<file path="config.mk">
export PLATFORM = sky130hd
export DESIGN_NAME = seg_op_arbiter_flat
export DESIGN_NICKNAME = d
export VERILOG_FILES = /design/src/rtl/seg_op_arbiter_if.sv /design/src/rtl/seg_op_arbiter.sv /design/src/flat_wrapper.sv
export SDC_FILE = /design/constraint.sdc
export NUM_CORES = 1
export LEC_CHECK = 0
export ABC_AREA = 1
export ABC_CLOCK_PERIOD_IN_PS = 5850
export CORE_ASPECT_RATIO = 0.75
export CORE_MARGIN = 3
export CORE_UTILIZATION = 58
export CTS_CLUSTER_SIZE = 24
export DETAILED_ROUTE_END_ITERATION = 7
export PLACE_DENSITY = 0.84
export SYNTH_ARGS = -nofsm -noshare
export SYNTH_HDL_FRONTEND = slang
export SYNTH_SLANG_ARGS = --single-unit
</file>
<file path="constraint.sdc">
create_clock -name clk -period 5.85 [get_ports clk]
set_input_delay 1.17 -clock clk [delete_from_list [all_inputs] [get_ports clk]]
set_output_delay 1.17 -clock clk [all_outputs]
set_load 0.02 [all_outputs]
</file>
<file path="src/rtl/seg_op_arbiter_if.sv">
// Purpose: bundles the two requester channels and the display/result side of seg_op_arbiter.
// Latency: none (wires only).
// Backpressure: none; requests are level signals, and each accepted request gets a one-cycle ack.
// Ports: req*/in0_*/in1_*/op_code* come from the requesters; ack0/ack1/busy/grant_id/result/seg go back to them.
interface seg_op_arbiter_if #(
    parameter int N = 4
);
    logic         req0;
    logic [N-1:0] in0_0;
    logic [N-1:0] in1_0;
    logic [1:0]   op_code0;
    logic         req1;
    logic [N-1:0] in0_1;
    logic [N-1:0] in1_1;
    logic [1:0]   op_code1;
    logic         ack0;
    logic         ack1;
    logic         busy;
    logic         grant_id;
    logic [N-1:0] result;
    logic [6:0]   seg;

    // The requester side drives the requests and watches the acks and the display.
    modport master (
        output req0, in0_0, in1_0, op_code0,
        output req1, in0_1, in1_1, op_code1,
        input  ack0, ack1, busy, grant_id, result, seg
    );

    // The arbiter side takes the requests and drives the acks and the display.
    modport slave (
        input  req0, in0_0, in1_0, op_code0,
        input  req1, in0_1, in1_1, op_code1,
        output ack0, ack1, busy, grant_id, result, seg
    );
endinterface

</file>
<file path="src/rtl/seg_op_arbiter.sv">
// Purpose: round-robin arbiter for two requesters; computes a 2-bit ALU op and shows the result as a 7-segment glyph.
// Latency: grant edge -> ack/result/seg one edge later; the display is then held for HOLD cycles (service every HOLD+2 cycles).
// Backpressure: requests are sampled only in IDLE; while busy, requests and operands are ignored.
// Ports: clk, rst (async active-high), bus (seg_op_arbiter_if.slave: requests in; ack0/ack1, busy, grant_id, result, seg out).
module seg_op_arbiter #(
    parameter int N    = 4,   // operand/result width; must be at least 4 for the glyph lookup
    parameter int HOLD = 8    // display hold in cycles, 1..65535
) (
    input  logic            clk,
    input  logic            rst,
    seg_op_arbiter_if.slave bus
);
    typedef enum logic [1:0] {IDLE, LOAD, SHOW} state_t;

    localparam logic [15:0] HOLD_CNT = 16'(HOLD);

    state_t       state;
    logic [N-1:0] a_q;
    logic [N-1:0] b_q;
    logic [1:0]   op_q;
    logic         gid_q;      // requester captured at the grant
    logic         last_q;     // requester granted most recently
    logic [15:0]  cnt;
    logic [N-1:0] result_q;
    logic [6:0]   seg_q;
    logic         ack0_q;
    logic         ack1_q;
    logic         busy_q;
    logic         grant_id_q;

    logic [N-1:0] alu;
    logic         win;

    function automatic logic [6:0] glyph(input logic [3:0] v);
        case (v)
            4'h0: glyph = 7'b1111110;
            4'h1: glyph = 7'b0110000;
            4'h2: glyph = 7'b1101101;
            4'h3: glyph = 7'b1111001;
            4'h4: glyph = 7'b0110011;
            4'h5: glyph = 7'b1011011;
            4'h6: glyph = 7'b1011111;
            4'h7: glyph = 7'b1110000;
            4'h8: glyph = 7'b1111111;
            4'h9: glyph = 7'b1111011;
            4'hA: glyph = 7'b1110111;
            4'hB: glyph = 7'b0011111;
            4'hC: glyph = 7'b1001110;
            4'hD: glyph = 7'b0111101;
            4'hE: glyph = 7'b1001111;
            default: glyph = 7'b1000111;
        endcase
    endfunction

    // Carry and borrow fall off the top naturally, giving results modulo 2^N.
    always_comb begin
        alu = '0;
        case (op_q)
            2'b00: alu = a_q + b_q;
            2'b01: alu = a_q | b_q;
            2'b10: alu = a_q - b_q;
            default: alu = a_q ^ b_q;
        endcase
    end

    // On a tie, the requester not granted last wins. last_q resets to 1, so requester 0 wins the first tie.
    always_comb begin
        win = 1'b0;
        if (bus.req0 && bus.req1) win = ~last_q;
        else                      win = bus.req1;
    end

    always_ff @(posedge clk or posedge rst) begin
        if (rst) begin
            state      <= IDLE;
            a_q        <= '0;
            b_q        <= '0;
            op_q       <= 2'b00;
            gid_q      <= 1'b0;
            last_q     <= 1'b1;
            cnt        <= 16'd0;
            result_q   <= '0;
            seg_q      <= 7'b0000000;
            ack0_q     <= 1'b0;
            ack1_q     <= 1'b0;
            busy_q     <= 1'b0;
            grant_id_q <= 1'b0;
        end else begin
            ack0_q <= 1'b0;
            ack1_q <= 1'b0;
            case (state)
                IDLE: begin
                    if (bus.req0 || bus.req1) begin
                        gid_q  <= win;
                        last_q <= win;
                        a_q    <= win ? bus.in0_1    : bus.in0_0;
                        b_q    <= win ? bus.in1_1    : bus.in1_0;
                        op_q   <= win ? bus.op_code1 : bus.op_code0;
                        busy_q <= 1'b1;
                        state  <= LOAD;
                    end
                end
                LOAD: begin
                    result_q   <= alu;
                    seg_q      <= glyph(alu[3:0]);
                    ack0_q     <= ~gid_q;
                    ack1_q     <= gid_q;
                    grant_id_q <= gid_q;
                    cnt        <= HOLD_CNT;
                    state      <= SHOW;
                end
                SHOW: begin
                    // Values HOLD down to 1 each take one SHOW cycle; the cycle at 1 is the last one.
                    if (cnt <= 16'd1) begin
                        cnt    <= 16'd0;
                        seg_q  <= 7'b0000000;
                        busy_q <= 1'b0;
                        state  <= IDLE;
                    end else begin
                        cnt <= cnt - 16'd1;
                    end
                end
                default: state <= IDLE;
            endcase
        end
    end

    assign bus.ack0     = ack0_q;
    assign bus.ack1     = ack1_q;
    assign bus.busy     = busy_q;
    assign bus.grant_id = grant_id_q;
    assign bus.result   = result_q;
    assign bus.seg      = seg_q;
endmodule

</file>
<file path="src/flat_wrapper.sv">
// flat-port wrapper written by rule: the top's interface ports become plain ports
module seg_op_arbiter_flat 
#(
    parameter int N    = 4,                                                                   
    parameter int HOLD = 8                                       
)
  (clk, rst, bus_req0, bus_in0_0, bus_in1_0, bus_op_code0, bus_req1, bus_in0_1, bus_in1_1, bus_op_code1, bus_ack0, bus_ack1, bus_busy, bus_grant_id, bus_result, bus_seg);
  seg_op_arbiter_if #(.N(N)) bus_i ();
  input  logic clk;
  input  logic rst;
  input wire logic [$bits(bus_i.req0)-1:0] bus_req0;
  input wire logic [$bits(bus_i.in0_0)-1:0] bus_in0_0;
  input wire logic [$bits(bus_i.in1_0)-1:0] bus_in1_0;
  input wire logic [$bits(bus_i.op_code0)-1:0] bus_op_code0;
  input wire logic [$bits(bus_i.req1)-1:0] bus_req1;
  input wire logic [$bits(bus_i.in0_1)-1:0] bus_in0_1;
  input wire logic [$bits(bus_i.in1_1)-1:0] bus_in1_1;
  input wire logic [$bits(bus_i.op_code1)-1:0] bus_op_code1;
  output wire logic [$bits(bus_i.ack0)-1:0] bus_ack0;
  output wire logic [$bits(bus_i.ack1)-1:0] bus_ack1;
  output wire logic [$bits(bus_i.busy)-1:0] bus_busy;
  output wire logic [$bits(bus_i.grant_id)-1:0] bus_grant_id;
  output wire logic [$bits(bus_i.result)-1:0] bus_result;
  output wire logic [$bits(bus_i.seg)-1:0] bus_seg;
  assign bus_i.req0 = bus_req0;
  assign bus_i.in0_0 = bus_in0_0;
  assign bus_i.in1_0 = bus_in1_0;
  assign bus_i.op_code0 = bus_op_code0;
  assign bus_i.req1 = bus_req1;
  assign bus_i.in0_1 = bus_in0_1;
  assign bus_i.in1_1 = bus_in1_1;
  assign bus_i.op_code1 = bus_op_code1;
  assign bus_ack0 = bus_i.ack0;
  assign bus_ack1 = bus_i.ack1;
  assign bus_busy = bus_i.busy;
  assign bus_grant_id = bus_i.grant_id;
  assign bus_result = bus_i.result;
  assign bus_seg = bus_i.seg;
  seg_op_arbiter #(.N(N), .HOLD(HOLD)) u_core (.clk(clk), .rst(rst), .bus(bus_i));
endmodule
</file>
==> flow_summary.json <==
{
  "status": "complete, no violations",
  "synthDistinctLibCells": 32,
  "syn-cell-area_sq_mm": 0.00275,
  "hp-class": "flip-flop to flip-flop",
  "die_area_sq_mm": 0.00561,
  "fin_skew_ps": 7.36,
  "clock-sinks": 45,
  "max_cap_violations": 0,
  "dp_worst_setup_slack_ps": 2840,
  "die_y_um": 65.6,
  "grt_overflow_total": 0,
  "postCtsSetupRepairBufs": 0,
  "yosys.area.top_type": "dfrtp_1",
  "utilization": 0.731,
  "required_ps": 6050,
  "yosysTopAreaCellShare": 0.401,
  "clockBufferDepth": 2,
  "reg2reg_to": "u_core.bus.seg[3]",
  "nFillCells": 340,
  "gp_congestion": 0.879,
  "drtAntennaViolNets": 0,
  "drt_iter0_drc": 219,
  "r2r-start": "u_core.op_q[0]",
  "wl_um": 6280,
  "hold_end": "u_core.bus.ack0",
  "cts_tree": "built",
  "fin_tns_setup_ps": 0,
  "whs_path_depth": 1,
  "final_layout_size_suffix_gt1_frac": 0.100,
  "endpoint_kind": "flip-flop",
  "grt_max_degree": 46,
  "die_w_um": 85.5,
  "rsz0062_at_grt": "false",
  "grt_pass1_wl_um": 10800,
  "layout_setup_ws_ps": 2900,
  "path_class": "flip-flop to flip-flop",
  "synth_nets": 402,
  "io_pins": 39,
  "dr.pass1.iters": 5,
  "clk_pin_slew_ps": 90,
  "cts.repair.resized": 0,
  "track_usage": 0.243,
  "routedWlPerCell_um": 13.8,
  "multi_input_area_sq_mm": 0.00141,
  "cts_inserted_buffers": 5,
  "vias": 2455,
  "post-route-drc-count": 0,
  "worst_slew_pin_slew_ps": 1070,
  "hpwl_um": 4620,
  "ys_seq_elements": 45,
  "fmax_ghz": 0.339,
  "final_max_slew_viol_count": 0,
  "synth.avg_cell_area_sq_um": 7.67,
  "synthCells": 358,
  "seq_area_frac_synth": 0.410,
  "synthToLayoutAreaGrowth_pct": 20.2,
  "synth-warning-count": 0,
  "cts_max_level": 2,
  "via_per_inst": 5.38,
  "cts_hold_buf": 0,
  "fin_nets": 442,
  "grt_pass1_vias": 2296,
  "hold_viol": 0,
  "startpoint_type": "flip-flop",
  "cp_max_fo": 6,
  "cp.arrival_ps": 3150,
  "ys_top_cells_by_area": "dfrtp_1, nand2_1, ha_1, nor2_1, inv_1",
  "reg2reg_slack_ps": 2900,
  "reg2reg_depth": 12,
  "portBuffers": 38,
  "fin_crit_ps": 2950,
  "register_area_sq_mm": 0.00113,
  "core_sq_mm": 0.00452,
  "num_rows": 21,
  "start_util": 0.608,
  "antenna_found_initial": 0,
  "timing.final.crit_share": 0.504,
  "setup_viol_count_final": 0,
  "antennaDiodeCount": 0,
  "clock_latency_ps": 300,
  "root_buffer": "clkbuf_8",
  "slew_headroom": 0.283,
  "hp-start": "u_core.gid_q"
}
==> routing by layer <==
metal,share of wire,global-route usage
met4,0.011,0.0731
met1,0.50,0.367
met2,0.41,0.352
met3,0.076,0.0489
met5,0,0
==> critical path, stage by stage (launching register included) <==
cell and delay (ps):
dfrtp_1 440, inv_2 190, nand2_4 70, o21ai_0 300, fa_1 470, or2_2 290, nand3_1 230, inv_1 150
ha_1 310, o21ai_0 190, nand2_1 90, nand3_1 80, nand2_1 50
==> worst max path at each step <==
stage	start	end	cells after the start
5_1_grt	u_core.op_q[0]	u_core.bus.seg[3]	12
3_3_place_gp	bus_req1	u_core.op_q[0]	5
3_5_place_dp	bus_req1	u_core.op_q[1]	5
2_1_floorplan	u_core.op_q[0]	u_core.bus.seg[3]	12
6_report	u_core.op_q[0]	u_core.bus.seg[3]	12
4_1_cts	u_core.op_q[0]	u_core.bus.seg[3]	12
==> synthesized netlist by cell type <==
cell       instances
a21oi_1            5
a21oi_2            1
a31o_2             1
a31oi_1            1
buf_2              1
clkbuf_1           5
dfrtp_1           44
dfstp_2            1
fa_1               1
ha_1              19
inv_1             41
inv_2              8
nand2_1           78
nand2_2            7
nand2_4            2
nand3_1           27
nand3_2            1
nand3_4            1
nand4_1            2
nor2_1            52
nor2_2             2
nor3_1             2
nor3_2             1
o2111ai_1          1
o21ai_0           22
o21ai_1            5
o21ai_2            3
o22ai_1           11
or2_1              1
or2_2              3
xnor2_1            3
xor2_1             6
==> per-stage QoR <==
stage	instance area (sq um)	cells	hold slack, ps
6_report	3300	456	456
5_1_grt	3300	456	491
4_1_cts	3300	456	457
3_5_place_dp	3180	448	442
3_3_place_gp	3180	448	436
2_1_floorplan	2750	358	419
==> registers in the layout, summed over array words and instances, names as in the netlist, 2 cells and up <==
signal	flops
u_core.state	2
u_core.bus.result	4
u_core.b_q	4
u_core.a_q	4
u_core.bus.seg	7
u_core.cnt	16
u_core.op_q	2
==> cells by family after synthesis <==
| logic type | after synthesis | share of synthesized area |
|---|---|---|
| simple gates | 179 | 0.287 |
| xor+xnor | 9 | 0.0287 |
| fa+ha+maj | 20 | 0.0939 |
| buf+inv | 55 | 0.0756 |
| compound gates | 50 | 0.105 |
| flops | 45 | 0.410 |
==> area by class of cell <==
cell class              count  area share
clock inverters             2      0.0114
repair buffers             39       0.117
clock buffers               6      0.0250
well taps                  57      0.0216
multi-input cells         258       0.427
flip-flops and latches     45       0.341
inverters                  49      0.0557
==> cells in the final DEF (no fill, tap or decap), types with 2 or more instances in the layout <==
| cell type | netlist | routed |
|---|---|---|
| ha_1 | 19 | 19 |
| a21oi_1 | 5 | 5 |
| dfrtp_1 | 44 | 44 |
| nand2_1 | 78 | 78 |
| inv_1 | 41 | 40 |
| nor2_2 | 2 | 2 |
| nor2_1 | 52 | 52 |
| clkbuf_8 | 0 | 6 |
| nand2_2 | 7 | 7 |
| nand3_1 | 27 | 27 |
| nor3_1 | 2 | 2 |
| o21ai_0 | 22 | 22 |
| or2_2 | 3 | 3 |
| o21ai_1 | 5 | 5 |
| o22ai_1 | 11 | 11 |
| clkdlybuf4s50_1 | 0 | 38 |
| nand2_4 | 2 | 2 |
| inv_2 | 8 | 8 |
| xor2_1 | 6 | 6 |
| xnor2_1 | 3 | 3 |
| nand4_1 | 2 | 2 |
| o21ai_2 | 3 | 3 |
Power is left out: the tool's default activity adds up to more than one toggle a clock period on the data nets, which glitch-free logic cannot reach.
